$ cat src/rtl/mux_tree_pipe.sv
// mux_tree_pipe: N:1 multi-bit mux (N = 2**SEL_W) built as a binary tree of 2:1 levels.
// Level l pairs the level l-1 results (2j, 2j+1) under sel[l]: sel bit 0 picks the even input,
// sel bit 1 picks the odd input. A register stage with valid/ready flow control can be placed
// after any level (PIPE_MASK bit l). The select travels with the data, so a new select can be
// accepted every cycle.
//
// Ports:
//   clk        in   1            rising-edge clock
//   rst_n      in   1            asynchronous active-low reset
//   in_valid   in   1            in_data / in_sel valid
//   in_ready   out  1            input accepted this cycle
//   in_data    in   N*DATA_W     word i = in_data[i*DATA_W +: DATA_W]
//   in_sel     in   SEL_W        index of the word to forward
//   out_valid  out  1            out_data valid
//   out_ready  in   1            sink accepts out_data
//   out_data   out  DATA_W       selected word
//   out_sel    out  SEL_W        select carried with the result
module mux_tree_pipe #(
  parameter int unsigned      DATA_W    = 8,
  parameter int unsigned      SEL_W     = 3,
  parameter logic [SEL_W-1:0] PIPE_MASK = '0
) (
  input  logic                             clk,
  input  logic                             rst_n,
  input  logic                             in_valid,
  output logic                             in_ready,
  input  logic [(1 << SEL_W)*DATA_W-1:0]   in_data,
  input  logic [SEL_W-1:0]                 in_sel,
  output logic                             out_valid,
  input  logic                             out_ready,
  output logic [DATA_W-1:0]                out_data,
  output logic [SEL_W-1:0]                 out_sel
);

  localparam int N = 1 << SEL_W;

  for (genvar l = 0; l < SEL_W; l++) begin : g_lvl
    localparam int NIn  = N >> l;
    localparam int NOut = N >> (l + 1);

    logic [DATA_W-1:0] w_d_in  [NIn];
    logic [SEL_W-1:0]  w_s_in;
    logic              w_v_in;
    logic              w_rdy_in;   // ready presented to the previous level
    logic [DATA_W-1:0] w_mux   [NOut];
    logic [DATA_W-1:0] w_d_out [NOut];
    logic [SEL_W-1:0]  w_s_out;
    logic              w_v_out;
    logic              w_rdy_out;  // ready seen from the next level

    // Hook up to the input ports or to the previous level.
    if (l == 0) begin : g_src
      for (genvar i = 0; i < N; i++) begin : g_word
        assign w_d_in[i] = in_data[i*DATA_W +: DATA_W];
      end
      assign w_s_in   = in_sel;
      assign w_v_in   = in_valid;
      assign in_ready = w_rdy_in;
    end else begin : g_chain
      for (genvar i = 0; i < NIn; i++) begin : g_word
        assign w_d_in[i] = g_lvl[l-1].w_d_out[i];
      end
      assign w_s_in = g_lvl[l-1].w_s_out;
      assign w_v_in = g_lvl[l-1].w_v_out;
    end

    if (l == SEL_W - 1) begin : g_sink
      assign w_rdy_out = out_ready;
    end else begin : g_next
      assign w_rdy_out = g_lvl[l+1].w_rdy_in;
    end

    for (genvar j = 0; j < NOut; j++) begin : g_mux2
      assign w_mux[j] = w_s_in[l] ? w_d_in[2*j+1] : w_d_in[2*j];
    end

    if (PIPE_MASK[l]) begin : g_reg
      logic              r_v;
      logic [DATA_W-1:0] r_d [NOut];
      logic [SEL_W-1:0]  r_s;
      logic              w_en;

      // Bubble-collapsing: an empty stage always accepts.
      assign w_en = ~r_v | w_rdy_out;

      always_ff @(posedge clk or negedge rst_n) begin
        if (!rst_n) begin
          r_v <= 1'b0;
          r_s <= '0;
          for (int j = 0; j < NOut; j++) r_d[j] <= '0;
        end else if (w_en) begin
          r_v <= w_v_in;
          // Payload only loads on a real word so bubbles do not toggle the datapath.
          if (w_v_in) begin
            r_s <= w_s_in;
            for (int j = 0; j < NOut; j++) r_d[j] <= w_mux[j];
          end
        end
      end

      assign w_rdy_in = w_en;
      assign w_v_out  = r_v;
      assign w_s_out  = r_s;
      for (genvar j = 0; j < NOut; j++) begin : g_out
        assign w_d_out[j] = r_d[j];
      end
    end else begin : g_comb
      assign w_rdy_in = w_rdy_out;
      assign w_v_out  = w_v_in;
      assign w_s_out  = w_s_in;
      for (genvar j = 0; j < NOut; j++) begin : g_out
        assign w_d_out[j] = w_mux[j];
      end
    end
  end

  assign out_valid = g_lvl[SEL_W-1].w_v_out;
  assign out_data  = g_lvl[SEL_W-1].w_d_out[0];
  assign out_sel   = g_lvl[SEL_W-1].w_s_out;

endmodule

$ cat config.mk
export PLATFORM = sky130hd
export DESIGN_NAME = mux_tree_pipe
export DESIGN_NICKNAME = d
export VERILOG_FILES = /design/src/rtl/mux_tree_pipe.sv
export SDC_FILE = /design/constraint.sdc
export NUM_CORES = 1
export LEC_CHECK = 0
export ABC_AREA = 1
export CORE_MARGIN = 4
export CORE_UTILIZATION = 34
export DETAILED_ROUTE_END_ITERATION = 6
export PLACE_DENSITY_LB_ADDON = 0.1
export SLEW_MARGIN = 15
export SYNTH_ARGS = -nofsm -noshare
export SYNTH_HDL_FRONTEND = slang
export SYNTH_SLANG_ARGS = --single-unit
$ cat constraint.sdc
create_clock -name vclk -period 1.25
set_input_delay 0.25 -clock vclk [all_inputs]
set_output_delay 0.25 -clock vclk [all_outputs]
set_load 0.02 [all_outputs]
### Word-level counts from Yosys, hierarchy flattened

Index checks and enable logic that the tools add are counted.

| word-level totals | value |
|---|---|
| flip-flop bits (word level) | 0 |
| bits in latches | 0 |
| RAM bits | 0 |
| bits in read-only memories | 0 |
| output and inout port bits | 13 |
| word-level logic and storage cells | 7 |
| memories | 0 |

| operators by class | value |
|---|---|
| add/subtract/negate cells | 0 |
| multipliers | 0 |
| div/mod/pow operators | 0 |
| magnitude comparators | 0 |
| equality and inequality tests | 0 |
| shift operators | 0 |
| mux-type cells | 7 |
| bitwise operators | 0 |
| reduce and logical (&&, ||, !) cells | 0 |

Operator list:

| operator | number |
|---|---|
| 8-bit 2-to-1 mux | 7 |

### Logic depth before layout (Yosys ltp)

| logic depth | value |
|---|---|
| depth after elaboration | 3 |
| gate-level depth with buffers | 8 |

### Least setup slack after synthesis

No wires, ideal clock.

| timing path | value |
|---|---|
| path type | input-to-output |
| start | input in_sel[1] |
| end | output out_data[5] |
| arrival | 0.900 ns |
| required time | 1.000 ns |
| path slack | 0.100 ns |
| stages on the path | 7 |
| cells stage by stage | buf_6 inv_2 buf_6 nand3_1 nand2_1 nand2_1 nand2_1 |

| on the way | value |
|---|---|
| longest elaborated chain between the ends | 2 |
| elaborated cells on any way between the ends | 3 |

RTL lines:

| element | RTL line | source |
|---|---|---|
| from (decl) | 28 | `input logic [SEL_W-1:0] in_sel,` |
| 8-bit 2-to-1 mux | 74 | `assign w_mux[j] = w_s_in[l] ? w_d_in[2*j+1] : w_d_in[2*j];` |
| 8-bit 2-to-1 mux * | 74 |  |
| to (decl) | 31 | `output logic [DATA_W-1:0] out_data,` |

Mark *: on every way between the ends. The rest lies on a longest branch, timed or not.

### Final worst setup path

| timing path | value |
|---|---|
| start | input in_sel[0] |
| end | output out_data[2] |

| on the way | value |
|---|---|
| longest elaborated chain between the ends | 3 |
| elaborated cells on any way between the ends | 7 |

RTL lines:

| element | RTL line |
|---|---|
| 8-bit 2-to-1 mux (2 in series) | 74 |
| 8-bit 2-to-1 mux * | 74 |

Marked as above.

==> results.md <==
- The checks that failed: setup timing.
- Together, buffers and inverters on the worst path number 3.
- The design has 0 sequential cells.
- Power spread over the standard cell area amounts to 333.5 nW/um^2.
- Ranked by instance count, the synthesized netlist is headed by nand2_1, inv_1, nand3_1, nand2_2, buf_4.
- For the pin with the worst max-slew slack, the measured transition is 0.2082 ns.
- The number of warnings printed during yosys synthesis is 0.
- The average footprint of a synthesized cell is 4.433 um^2.
- The critical path's most frequent cell is nand2_1.
- The library cell contributing the largest single delay on the critical path is buf_16.
- Summing every instance area after synthesis gives 970.9 um^2.
- The post-layout net count is 367.
- The routed via count is 1483.
- The flow ran to the end, but the final reports show violations.
- For this run, design rule violations remaining after detail routing come to 0.
- The overall routing resource usage is 18.33%.
- The worst setup path is captured at a primary output.
- The total power of the final layout is 0.6631 mW.
- The type of the most critical hold path is primary input to primary output.
- Across the run, the number of max-cap violations was 0.
- In the finished layout, the clock tree contains a buffer count of 0.
- The placed wire-length estimate is 2578 um.
- The via-per-instance ratio is 4.563.
- At the end of routability-driven placement, the weighted congestion stood at 0.8444.
- In the final layout, the share of cells above drive strength 1 is 25.85%.
- The remaining max-slew budget at the tightest pin is 86.18%.
- Across the whole layout, storage elements account for 0 um^2.
- The cell taking the most area after synthesis is nand2_1.
- The largest stage delay on the critical path is 0.15 ns.
- For this design the static power due to leakage is 1.295 nW.
- The endpoint of the most critical setup path is out_data[2].
- Of all nets on the critical path, the largest fanout is 8.
- STA classifies the critical path startpoint as a primary input.
- The first global-routing pass estimated 5423 um of wire.
- Final hold analysis gives a worst-case slack of 0.5000 ns.
- Row generation in the floorplan step produced 19 rows.
- Synthesis produced a netlist with a net count of 290.
- The leftover overflow at the end of global routing is 0.
- The critical path required time is 1.00 ns.
- The detailed-route wire length per cell is 11.78 um.
- Setup repair after global routing could not meet its margin everywhere.
- The hold violation count in the final report came to 0.
- The initial antenna violation count came to 0.
- The final layout contains routed wiring with a total length of 3829 um.
- The kind of cell adding the most delay to the critical path is buffers and inverters.
- Post-CTS timing repair inserted 0 buffers for setup.
- The number of port buffers is 78.
- The largest vdd supply drop is 0.0002896 V.
- The post-route clock period utilization is 102.1%.
- The overall die area is 3775 um^2.
- For this configuration, the core starts out at a cell density of 35.51%.
- The violation count after the first detailed-routing iteration is 42.
- The distinct cell type count of the synthesized netlist is 10.
- Data arrives at the worst endpoint at 1.03 ns.
- The number of cells produced by synthesis is 219.
- The total number of cells along the worst setup path is 8.
- From bottom edge to top edge, the die measures 61.44 um.
- The max-slew violation count was 0.
- For this run, the top clock speed supported by timing is 0.7839 GHz.
- In this run the count of I/O pins placed on the die edge is 84.
- The source of the critical timing path is in_sel[0].
- The first detailed-routing pass ran for 4 iterations.
- For this run, the register share of the synthesized area comes to 0%.
- The critical setup path kind is primary input to primary output.
- The final period demand of the worst path is 1.276 ns.
- The floorplan step defined a core boundary enclosing 2734 um^2.
- The maximum number of pins on one net before global-route repair is 17.
- The synthesized design devotes to its leading area cell type 36.34% of total area.
- Relative to the synthesized area, the layout overhead comes to 104.8%.
- Cells fill 72.72% of the core in the end.
- In the post-synthesis netlist, the cell with the most instances is nand2_1.
- Sorting the synthesized cells by area gives the leading types as nand2_1, inv_1, nand3_1.
- From left edge to right edge, the die measures 61.44 um.
- The number of antenna diodes in the final layout is 0.
- The via count of the first global-routing pass is 1287.
- Setup violations remaining at the end of the flow were counted as 1.
- The number of nets still failing antenna checks after routing is 0.
- Setup slack on the critical path of the routed design comes to -0.02566 ns.
- Traced cell by cell, the critical path runs through buf_16 > buf_12 > nand2_2 > nand3_1 > nand2_1 > nand2_1 > nand2_1 > buf_6.
- The number of hold buffers added after cts is 0.
## where the power goes
group,total (mW),internal [mW],switching (mW)
Clock,0,0,0
Combinational,0.663,0.343,0.320
Sequential,0,0,0
## cell families after synthesis
kind of cell | after synthesis | share of synthesized area [%]
and+or+nand+nor | 136 | 59.28
buffers and inverters | 83 | 40.72
## routing by layer
metal / track usage, % / wire length, um
met5: 0 / 0
met4: 3.030 / 55
met3: 1.048 / 291
met2: 35.80 / 1974
met1: 22.04 / 1507
## worst min path at each step
stage | to | depth (start not counted) | slack (ns) | startpoint
2_1_floorplan | in_ready | 1 | 0.61 | out_ready
3_3_place_gp | in_ready | 0 | 0.50 | out_ready
3_5_place_dp | in_ready | 0 | 0.50 | out_ready
4_1_cts | in_ready | 0 | 0.50 | out_ready
5_1_grt | out_valid | 0 | 0.50 | in_valid
6_report | in_ready | 0 | 0.50 | out_ready
## cell usage in the layout (no fill, tap or decap)
cell type | netlist | routed
inv_2 | 1 | 5
nand2_4 | 0 | 4
nand2_2 | 10 | 25
inv_1 | 65 | 60
nand3_2 | 0 | 17
inv_12 | 0 | 1
inv_6 | 0 | 1
buf_4 | 8 | 3
nand3_1 | 32 | 15
inv_16 | 0 | 1
buf_8 | 1 | 2
dlygate4sd2_1 | 0 | 67
buf_12 | 0 | 3
buf_6 | 5 | 10
nand2_1 | 94 | 75
buf_16 | 0 | 4
clkdlybuf4s15_1 | 0 | 1
## stage by stage
| stage | cells | TNS, ns | setup slack [ns] | area, um^2 |
|---|---|---|---|---|
| 4_1_cts | 325 | 0 | 0.002643 | 1837 |
| 3_3_place_gp | 321 | -9.072 | -0.9507 | 1742 |
| 2_1_floorplan | 219 | 0 | 0.1002 | 970.9 |
| 3_5_place_dp | 321 | -9.276 | -0.9712 | 1742 |
| 6_report | 325 | -0.02566 | -0.02566 | 1988 |
| 5_1_grt | 325 | -0.3784 | -0.09598 | 1988 |
## repair_timing
item | 4_1_cts | 5_1_grt
pin swaps | 59 | 27
gates resized for setup | 153 | 45
endpoints found under the setup margin | 11 | 8
cloned | 4 | 0
## area by class of cell
type,count,area (um^2)
Timing Repair Buffer,90,932.1
Inverter,67,272.8
Timing Repair inverter,1,16.27
Fill cell,276,745.7
Multi-Input combinational cell,136,728.2
Tap cell,31,38.79
No activity file was read; power rests on OpenSTA's default activity.
